$ cat src/rtl/fp_pkg.sv
// Shared widths, special-value constants and FSM state type for the FP adder add/normalize stage.
package fp_pkg;
    localparam int EXP_W   = 8;
    localparam int MANT_W  = 23;
    localparam int AMANT_W = 24;

    localparam logic [EXP_W-1:0] EXP_MAX = 8'hFF;
    localparam logic [31:0]      QNAN    = 32'h7FC00000;

    typedef enum logic [1:0] {IDLE, ADD, NORM, DONE} addnorm_state_t;
endpackage

$ cat src/rtl/fp_mant_addsub.sv
// Signed-magnitude add/subtract of two aligned mantissas; yields the 25-bit magnitude and its sign.
// Purely combinational: no latency and no flow control.
module fp_mant_addsub
    import fp_pkg::*;
(
    input  logic               sign_a,
    input  logic               sign_b,
    input  logic [AMANT_W-1:0] mant_a,
    input  logic [AMANT_W-1:0] mant_b,
    output logic [AMANT_W:0]   sum,
    output logic               sum_sign
);
    logic [AMANT_W:0] ext_a;
    logic [AMANT_W:0] ext_b;

    always_comb begin
        ext_a    = {1'b0, mant_a};
        ext_b    = {1'b0, mant_b};
        sum      = '0;
        sum_sign = sign_a;
        if (sign_a == sign_b) begin
            sum = ext_a + ext_b;
        end else if (mant_a >= mant_b) begin
            sum = ext_a - ext_b;
        end else begin
            sum      = ext_b - ext_a;
            sum_sign = sign_b;
        end
    end
endmodule

$ cat src/rtl/fp_add_normalize.sv
// Add/normalize stage: one aligned pair in, packed single-precision result out, one left shift per NORM cycle.
// Latency 2 cycles plus one per shift; result is held in DONE until out_ready, and in_ready is high only when idle.
module fp_add_normalize
    import fp_pkg::*;
(
    input  logic               clk,
    input  logic               rst_n,
    input  logic               in_valid,
    output logic               in_ready,
    input  logic               signA,
    input  logic               signB,
    input  logic [EXP_W-1:0]   exponentIn,
    input  logic [AMANT_W-1:0] alignedMantissaA,
    input  logic [AMANT_W-1:0] alignedMantissaB,
    output logic               out_valid,
    input  logic               out_ready,
    output logic [31:0]        result
);
    addnorm_state_t     state;
    logic               sign_a, sign_b, sign_r;
    logic [EXP_W-1:0]   exp_q, exp_cnt;
    logic [AMANT_W-1:0] mant_a, mant_b, mant;

    logic [AMANT_W:0]   sum;
    logic               sum_sign;

    fp_mant_addsub u_addsub (
        .sign_a   (sign_a),
        .sign_b   (sign_b),
        .mant_a   (mant_a),
        .mant_b   (mant_b),
        .sum      (sum),
        .sum_sign (sum_sign)
    );

    assign in_ready = (state == IDLE);

    logic               add_go_norm;
    logic [31:0]        add_res;
    logic [EXP_W-1:0]   exp_inc;
    logic               a_special, b_special, a_nan, b_nan;

    // The special operand is the one whose hidden bit is clear.
    always_comb begin
        add_go_norm = 1'b0;
        add_res     = '0;
        exp_inc     = exp_q + 8'd1;
        a_special   = ~mant_a[AMANT_W-1];
        b_special   = ~mant_b[AMANT_W-1];
        a_nan       = a_special && (mant_a[MANT_W-1:0] != '0);
        b_nan       = b_special && (mant_b[MANT_W-1:0] != '0);
        if (exp_q == EXP_MAX) begin
            if (a_nan || b_nan || (a_special && b_special && (sign_a != sign_b)))
                add_res = QNAN;
            else
                add_res = {(a_special || !b_special) ? sign_a : sign_b, EXP_MAX, {MANT_W{1'b0}}};
        end else if (sum == '0) begin
            add_res = '0;
        end else if (sum[AMANT_W]) begin
            if (exp_inc == EXP_MAX)
                add_res = {sum_sign, EXP_MAX, {MANT_W{1'b0}}};
            else
                add_res = {sum_sign, exp_inc, sum[AMANT_W-1:1]};
        end else if (exp_q == '0) begin
            add_res = {sum_sign, EXP_W'(sum[AMANT_W-1]), sum[MANT_W-1:0]};
        end else if (!sum[AMANT_W-1] && (exp_q > 8'd1)) begin
            add_go_norm = 1'b1;
        end else begin
            add_res = {sum_sign, sum[AMANT_W-1] ? exp_q : {EXP_W{1'b0}}, sum[MANT_W-1:0]};
        end
    end

    logic [AMANT_W-1:0] norm_mant;
    logic [EXP_W-1:0]   norm_exp;
    logic               norm_done;
    logic [31:0]        norm_res;

    // Exit on the shifted value; reaching exponent 1 without a hidden bit means subnormal.
    always_comb begin
        norm_mant = {mant[AMANT_W-2:0], 1'b0};
        norm_exp  = exp_cnt - 8'd1;
        norm_done = norm_mant[AMANT_W-1] || (norm_exp == 8'd1);
        norm_res  = {sign_r, norm_mant[AMANT_W-1] ? norm_exp : {EXP_W{1'b0}}, norm_mant[MANT_W-1:0]};
    end

    always_ff @(posedge clk or negedge rst_n) begin
        if (!rst_n) begin
            state     <= IDLE;
            sign_a    <= 1'b0;
            sign_b    <= 1'b0;
            sign_r    <= 1'b0;
            exp_q     <= '0;
            exp_cnt   <= '0;
            mant_a    <= '0;
            mant_b    <= '0;
            mant      <= '0;
            result    <= '0;
            out_valid <= 1'b0;
        end else begin
            case (state)
                IDLE: begin
                    if (in_valid) begin
                        sign_a <= signA;
                        sign_b <= signB;
                        exp_q  <= exponentIn;
                        mant_a <= alignedMantissaA;
                        mant_b <= alignedMantissaB;
                        state  <= ADD;
                    end
                end
                ADD: begin
                    if (add_go_norm) begin
                        mant    <= sum[AMANT_W-1:0];
                        exp_cnt <= exp_q;
                        sign_r  <= sum_sign;
                        state   <= NORM;
                    end else begin
                        result    <= add_res;
                        out_valid <= 1'b1;
                        state     <= DONE;
                    end
                end
                NORM: begin
                    mant    <= norm_mant;
                    exp_cnt <= norm_exp;
                    if (norm_done) begin
                        result    <= norm_res;
                        out_valid <= 1'b1;
                        state     <= DONE;
                    end
                end
                DONE: begin
                    if (out_ready) begin
                        out_valid <= 1'b0;
                        state     <= IDLE;
                    end
                end
                default: state <= IDLE;
            endcase
        end
    end
endmodule

$ cat config.mk
export PLATFORM = sky130hd
export DESIGN_NAME = fp_add_normalize
export DESIGN_NICKNAME = d
export VERILOG_FILES = /design/src/rtl/fp_pkg.sv /design/src/rtl/fp_mant_addsub.sv /design/src/rtl/fp_add_normalize.sv
export SDC_FILE = /design/constraint.sdc
export NUM_CORES = 1
export LEC_CHECK = 0
export CAP_MARGIN = 0
export CORE_UTILIZATION = 45
export CTS_BUF_LIST = sky130_fd_sc_hd__clkbuf_8 sky130_fd_sc_hd__clkbuf_16
export CTS_CLUSTER_SIZE = 8
export DETAILED_ROUTE_END_ITERATION = 8
export PLACE_DENSITY = 0.73
export SYNTH_ARGS = -nofsm -noshare
export SYNTH_HDL_FRONTEND = slang
export SYNTH_HIERARCHICAL = 1
export SYNTH_SLANG_ARGS = --single-unit
$ cat constraint.sdc
create_clock -name clk -period 5 [get_ports clk]
set_clock_uncertainty 0.05 [all_clocks]
set_input_delay 0.5 -clock clk [delete_from_list [all_inputs] [get_ports clk]]
set_output_delay 0.5 -clock clk [all_outputs]
set_load 0.01 [all_outputs]
After elaboration in Yosys (flattened, before gate mapping). Cells that the tools add are included. W data, S select, Z words.

Register bits: 125. Input port bits: 62. Word-level logic and storage cells: 91.

Add/sub/neg operators: 5. $lt $le $gt $ge: 2. Equal/unequal tests: 13. Muxes and demuxes: 35. Bitwise gates (word level): 2. Reduce and logical (&&, ||, !) cells: 23.

Operators by type and width (count): $mux W32 (8); $pmux W32 S2 (1); $mux W25 (2); $sub A24 B24 Y25 (2); $pmux W23 S2 (1); $reduce_bool A23 Y1 (2); $mux W31 (1); $add A24 B24 Y25 (1); $logic_not A25 Y1 (1); $ge A24 B24 Y1 (1); $mux W8 (3); $mux W23 (1); $eq A8 B8 Y1 const B (2); $pmux W8 S2 (1); $mux W1 (12); $ne A2 B2 Y1 const B (5); $add A8 B1 Y8 const B (1); $eq A8 B1 Y1 const B (1); $gt A8 B1 Y1 const B (1); $logic_not A8 Y1 (1); $pmux W2 S4 (1); $sub A8 B1 Y8 const B (1); $mux W2 (3); $reduce_and A2 Y1 (3); other kinds (14) (24).

Logic depth before layout (Yosys ltp).
Depth after elaboration: 12. Mapped depth: 21.

Cells and area by module. The synthesis kept the hierarchy.

By module, submodules not included: fp_add_normalize (times used 1, cells an instance 564, area an instance 6391.1 um2, sequential area each 3128.0 um2); fp_mant_addsub (times used 1, cells an instance 565, area an instance 3704.8 um2, sequential area each 0.0 um2).

Worst setup path after synthesis. No wires, ideal clock.

Path kind: register -> register. Start point: register mant_a[6]. End point: register result[0]. Library setup time: 0.125 ns. Arrival time: 4.612 ns. Data required time: 4.825 ns. Path slack: 0.213 ns. Stages on the path, launching flop included: 21. Path buffers: 3. Cell sequence: dfrtp_1 inv_1 ha_1 clkbuf_1 nand4_1 nor3b_1 a221o_1 or3_4 o21a_1 buf_6 mux2_4 a311oi_1 a21oi_1 xnor2_1 nor4_1 nand4_1 o21ai_0 nor2_1 nor3b_4 buf_6 mux2_4.

Elaborated cells on any way between the ends: 24. Classes of those cells: add/sub (3); order compare (1); eq/ne (1); mux (15); reduce/logical (4).

RTL lines: start: declaration (line fp_add_normalize.sv:22) `logic [AMANT_W-1:0] mant_a, mant_b, mant;`; start signal: assignment (line fp_add_normalize.sv:106) `mant_a <= alignedMantissaA;`; $sub A24 B24 Y25 (tied with other cells) (line fp_mant_addsub.sv:26) `sum = ext_b - ext_a;`; $mux W25 (line fp_mant_addsub.sv:23) `end else if (mant_a >= mant_b) begin`; $mux W25 * (line fp_mant_addsub.sv:21) `if (sign_a == sign_b) begin`; via sum[8] (line fp_add_normalize.sv:24) `logic [AMANT_W:0] sum;`; $logic_not A25 Y1 * (line fp_add_normalize.sv:57) `end else if (sum == '0) begin`; $mux W32 / $mux W1 (equally long branches) (line fp_add_normalize.sv:57); $mux W32 / $mux W1 (equally long branches) (line fp_add_normalize.sv:52) `if (exp_q == EXP_MAX) begin`; $mux W32 / $ne A2 B2 Y1 (equally long branches); $pmux W32 S2 / $reduce_and A3 Y1 (equally long branches); end signal: assignment (line fp_add_normalize.sv:118) `result <= add_res;`; end signal: assignment (line fp_add_normalize.sv:127) `result <= norm_res;`; end: declaration (line fp_add_normalize.sv:17) `output logic [31:0] result`.

Mark *: on every way through the listed nets, which the timed path passes. The rest lies on a longest branch. The select of a mux whose other input is x is not followed. A chain may end at the register's enable or synchronous reset.

Worst setup path after layout.
Start point: register mant_b[7]. End point: register result[14].

Elaborated cells on any way between the ends: 24. Classes of those cells: add/sub (3); order compare (1); eq/ne (1); mux (15); reduce/logical (4).

RTL lines: start: declaration (line fp_add_normalize.sv:22); start signal: assignment (line fp_add_normalize.sv:107) `mant_b <= alignedMantissaB;`; $sub A24 B24 Y25 (tied with other cells) (line fp_mant_addsub.sv:26); $mux W25 (line fp_mant_addsub.sv:23); $mux W25 * (line fp_mant_addsub.sv:21); via sum[13] (line fp_add_normalize.sv:24); $logic_not A25 Y1 * (line fp_add_normalize.sv:57); $mux W32 / $mux W1 (equally long branches) (line fp_add_normalize.sv:57); $mux W32 / $mux W1 (equally long branches) (line fp_add_normalize.sv:52); $mux W32 / $ne A2 B2 Y1 (equally long branches); $pmux W32 S2 / $reduce_and A3 Y1 (equally long branches).

Marks and branches as above.

==> impl.org <==
** Setup path
- Worst setup SP type :: flip-flop
- The startpoint identified for the worst register-to-register timing path is mant_b[7].
- Highest net fanout along the worst path :: 7
- Worst setup path start :: mant_b[7]
- Crit path DAT :: 5080 ps
- STA puts the critical path data required time at 5250 ps.
- The critical path is of the flip-flop to flip-flop type.
- The worst setup path is captured at a flip-flop.

** Drt
- In the detailed route, the total length drawn on met3 is 1860 um.
- In the final routing, the length of wire on met1 measures 13,200 um.
- In the routed layout, each cell is associated on average with a via count of 5.94.
- Residual DRC count :: 0
- Total number of vias :: 9,547
- Dividing the detail-routed wire length by the instance count gives 18.9 um.
- Remaining antenna violation count after routing :: 0
- In the detailed route, the total length drawn on met2 is ~15,000 um.
- Number of DRC markers in iteration 0 :: 875
- DR top layer :: met4
- For this run, the detailed router's first-pass iteration total came to 5.
- Wires add up to 30,400 um.

** Synthesis
- Post-Synthesis Net Count :: 1,279
- Yosys reg bits :: around 130
- Cell accounting for the most synthesized area :: sky130_fd_sc_hd__dfrtp_1
- Number of distinct library cell variants in the gate-level netlist after synthesis :: 71
- Top cells by area, synth :: sky130_fd_sc_hd__dfrtp_1 31%, sky130_fd_sc_hd__ha_1 11%, sky130_fd_sc_hd__mux2_2 7.2%, sky130_fd_sc_hd__a21oi_1 6.4%, sky130_fd_sc_hd__mux2_4 4.5%
- The Yosys step of the flow raised 6 warnings.
- Synth top area share :: 0.310
- Share of flip-flops with an asynchronous set or reset :: 1.00
- Netlist area before placement :: approximately 10,000 um^2
- The share of the Yosys chip area taken by registers is 0.310.
- EDFF count, synth :: 0
- Post-synth top flop :: sky130_fd_sc_hd__dfrtp_1
- Syn Area/Cell :: 8.94 um^2
- In the synthesized netlist, the number of instances is about 1.1k.

** STA
- Setup violations remaining at the end of the flow were counted as 0.
- Final period utilization :: 0.966
- Fmax :: 0.207 GHz
- Headroom to the max-slew limit came out at 0.340.
- Final worst-path setup slack :: 168 ps
- Final hold analysis gives a worst-case slack of 7.52 ps.
- Slew @ Worst Pin :: between 900 and 1000 ps
- The final count of hold timing violations was 0.
- Number of pins with negative max-slew slack in the final report :: 0
- Time the worst path needs with I/O delays and setup :: 4830 ps

** Finish
- Fraction of final layout cells sized beyond drive strength 1 :: 0.235
- Leading cell type in the layout, fill and taps excluded :: sky130_fd_sc_hd__a21oi_1
- After the flow finishes, the layout carries non-filler instances totaling 1,607.
- The top cell types in the final layout, fill and taps aside, are 128 x sky130_fd_sc_hd__a21oi_1, 125 x sky130_fd_sc_hd__buf_4, 122 x sky130_fd_sc_hd__dfrtp_1.
- Compared with the post-synthesis result, the final layout area differs by 30.2%.
- Nets :: between 1k and 1.5k
- The number of antenna diodes in the final layout is 0.

** GRT
- Vias in the first global route :: 8,850
- Number of antenna violations at the first check in global routing :: 0
- GRT Util Overall :: 0.263
- Summed over all layers, the global routing overflow is 0.
- Pin count of the biggest net entering global routing :: 51
- Wire length of the first global-routing pass :: 46,700 um

** Placed design
- Detailed placement ended at an HPWL of ~23,000 um.
- At the end of routability-driven placement, the weighted congestion stood at a little under 1.
- In this run the tool buffered the top-level ports with 95 buffer cells.
- Counting tap cells, the placed design contains a total of 1,554 instances.
- Before CTS, the worst setup slack after placement is 78.0 ps.

** Die
- Total core area :: about 22,000 um^2
- The initial utilization of the core area, before any placement, comes to 0.461.
- Area of the die :: 23,000 um^2
- Num ports :: between 90 and 100
- Die height :: 152 um
- The die is 152 um wide.
- The floorplan has 54 rows.

** Clock network
- TritonCTS built the clock tree.
- Insertion delay of the later-clocked pin in the worst-skew pair :: 420 ps
- After clock tree synthesis, the clock-pin slew on the worst setup and hold paths is 60 ps.
- Cell at the root of the clock tree :: sky130_fd_sc_hd__clkbuf_16
- CTS sink count :: around 130
- Cts bufs inserted :: 17
- Hold buffer count at CTS :: 0
- The clock passes through at most 2 buffers.
- H-tree Lvls :: 4

** Run
- Across the run, the number of max-cap violations was 0.

** Run status
- Result of the run :: completed

** Hold path
- The tightest min-delay check is of the primary input to asynchronous set/reset pin type.
-- registers in the layout (all words and copies together), names as in the netlist --
| name | count |
|---|---|
| exp_cnt | 8 |
| mant_a | 24 |
| sign_a | 1 |
| state | 2 |
| mant | 23 |
| exp_q | 8 |
| sign_r | 1 |
| sign_b | 1 |
| out_valid | 1 |
| result | 32 |
| mant_b | 24 |
-- cells in the mapped netlist (all sizes together) (14+ instances only) --
cell type / count
buf: 20
nor4: 22
nor3: 19
a21oi: 130
nand2: 57
nor2: 88
o22ai: 14
a221o: 24
inv: 84
o211ai: 14
xnor2: 25
clkbuf: 43
and2: 23
ha: 85
dfrtp: 125
a21o: 20
mux2: 95
o21ai: 50
-- final timing paths --
path,endpoint,slack [ps],cells after the start
min reg2reg,sign_r,460,1
max,result[14],170,22
max in group asynchronous,mant_b[8],3810,2
max reg2reg,result[14],170,22
min in group clk,sign_r,460,1
min,result[30],8,1
-- what timing repair did --
| action | CTS | global route |
|---|---|---|
| endpoints found under the setup margin | 0 | 33 |
| setup buffers | 0 | 19 |
| resized for setup | 0 | 54 |
-- cell families after synthesis --
kind of cell,synth area share
AO/OA/AOI/OAI,0.218
buffers and inverters,0.0623
flip-flops,0.310
multiplexers,0.128
AND/OR/NAND/NOR,0.143
XOR/XNOR,0.0278
adder cells (fa/ha/maj),0.111
-- worst max-delay path, cell delays in order, from the launching register on --
cell                        delay, ps
sky130_fd_sc_hd__dfrtp_2          440
sky130_fd_sc_hd__ha_1             300
sky130_fd_sc_hd__nand4_1          100
sky130_fd_sc_hd__buf_4            150
sky130_fd_sc_hd__nor3b_4           40
sky130_fd_sc_hd__a221o_1          320
sky130_fd_sc_hd__or3_4            410
sky130_fd_sc_hd__o21ai_4          320
sky130_fd_sc_hd__buf_4            180
sky130_fd_sc_hd__mux2i_2          240
sky130_fd_sc_hd__o2111ai_1        140
sky130_fd_sc_hd__o21ai_1          140
sky130_fd_sc_hd__xnor2_1          160
sky130_fd_sc_hd__nor3_1           270
sky130_fd_sc_hd__nand3_1          160
sky130_fd_sc_hd__o21ai_1          150
sky130_fd_sc_hd__buf_4            160
sky130_fd_sc_hd__nor2_4            50
sky130_fd_sc_hd__nor3b_4          200
sky130_fd_sc_hd__buf_4            150
sky130_fd_sc_hd__buf_6            120
sky130_fd_sc_hd__clkbuf_16        150
sky130_fd_sc_hd__mux2_4           300
-- routing by layer --
| layer | up-vias | global-route usage |
|---|---|---|
| li1 | 4462 | - |
| met1 | 4618 | 0.358 |
| met2 | 408 | 0.424 |
| met3 | 59 | 0.0335 |
| met4 | 0 | 0.0980 |
| met5 | - | 0 |
-- area by class of cell --
cell class / count / area (um^2)
Inverter: 85 / 319
Multi-Input combinational cell: 854 / 6610
Clock buffer: 18 / 439
Fill cell: 1930 / 8740
Tap cell: 280 / 350
Timing Repair Buffer: 231 / 2100
Clock inverter: 14 / 200
Sequential cell: 125 / 3130
-- metrics by stage --
stage | cell area [um^2] | setup TNS (ps) | utilization
floorplan | 10100 | 0 | -
global placement | 12000 | 0 | 0.550
CTS | 12700 | 0 | 0.579
global route | 13100 | -175 | 0.601
finish | 13100 | 0 | 0.601
detailed placement | 12000 | 0 | 0.550
Power is not shown: default switching activity piles up to over one toggle a cycle in this logic, so the estimate is an artifact.
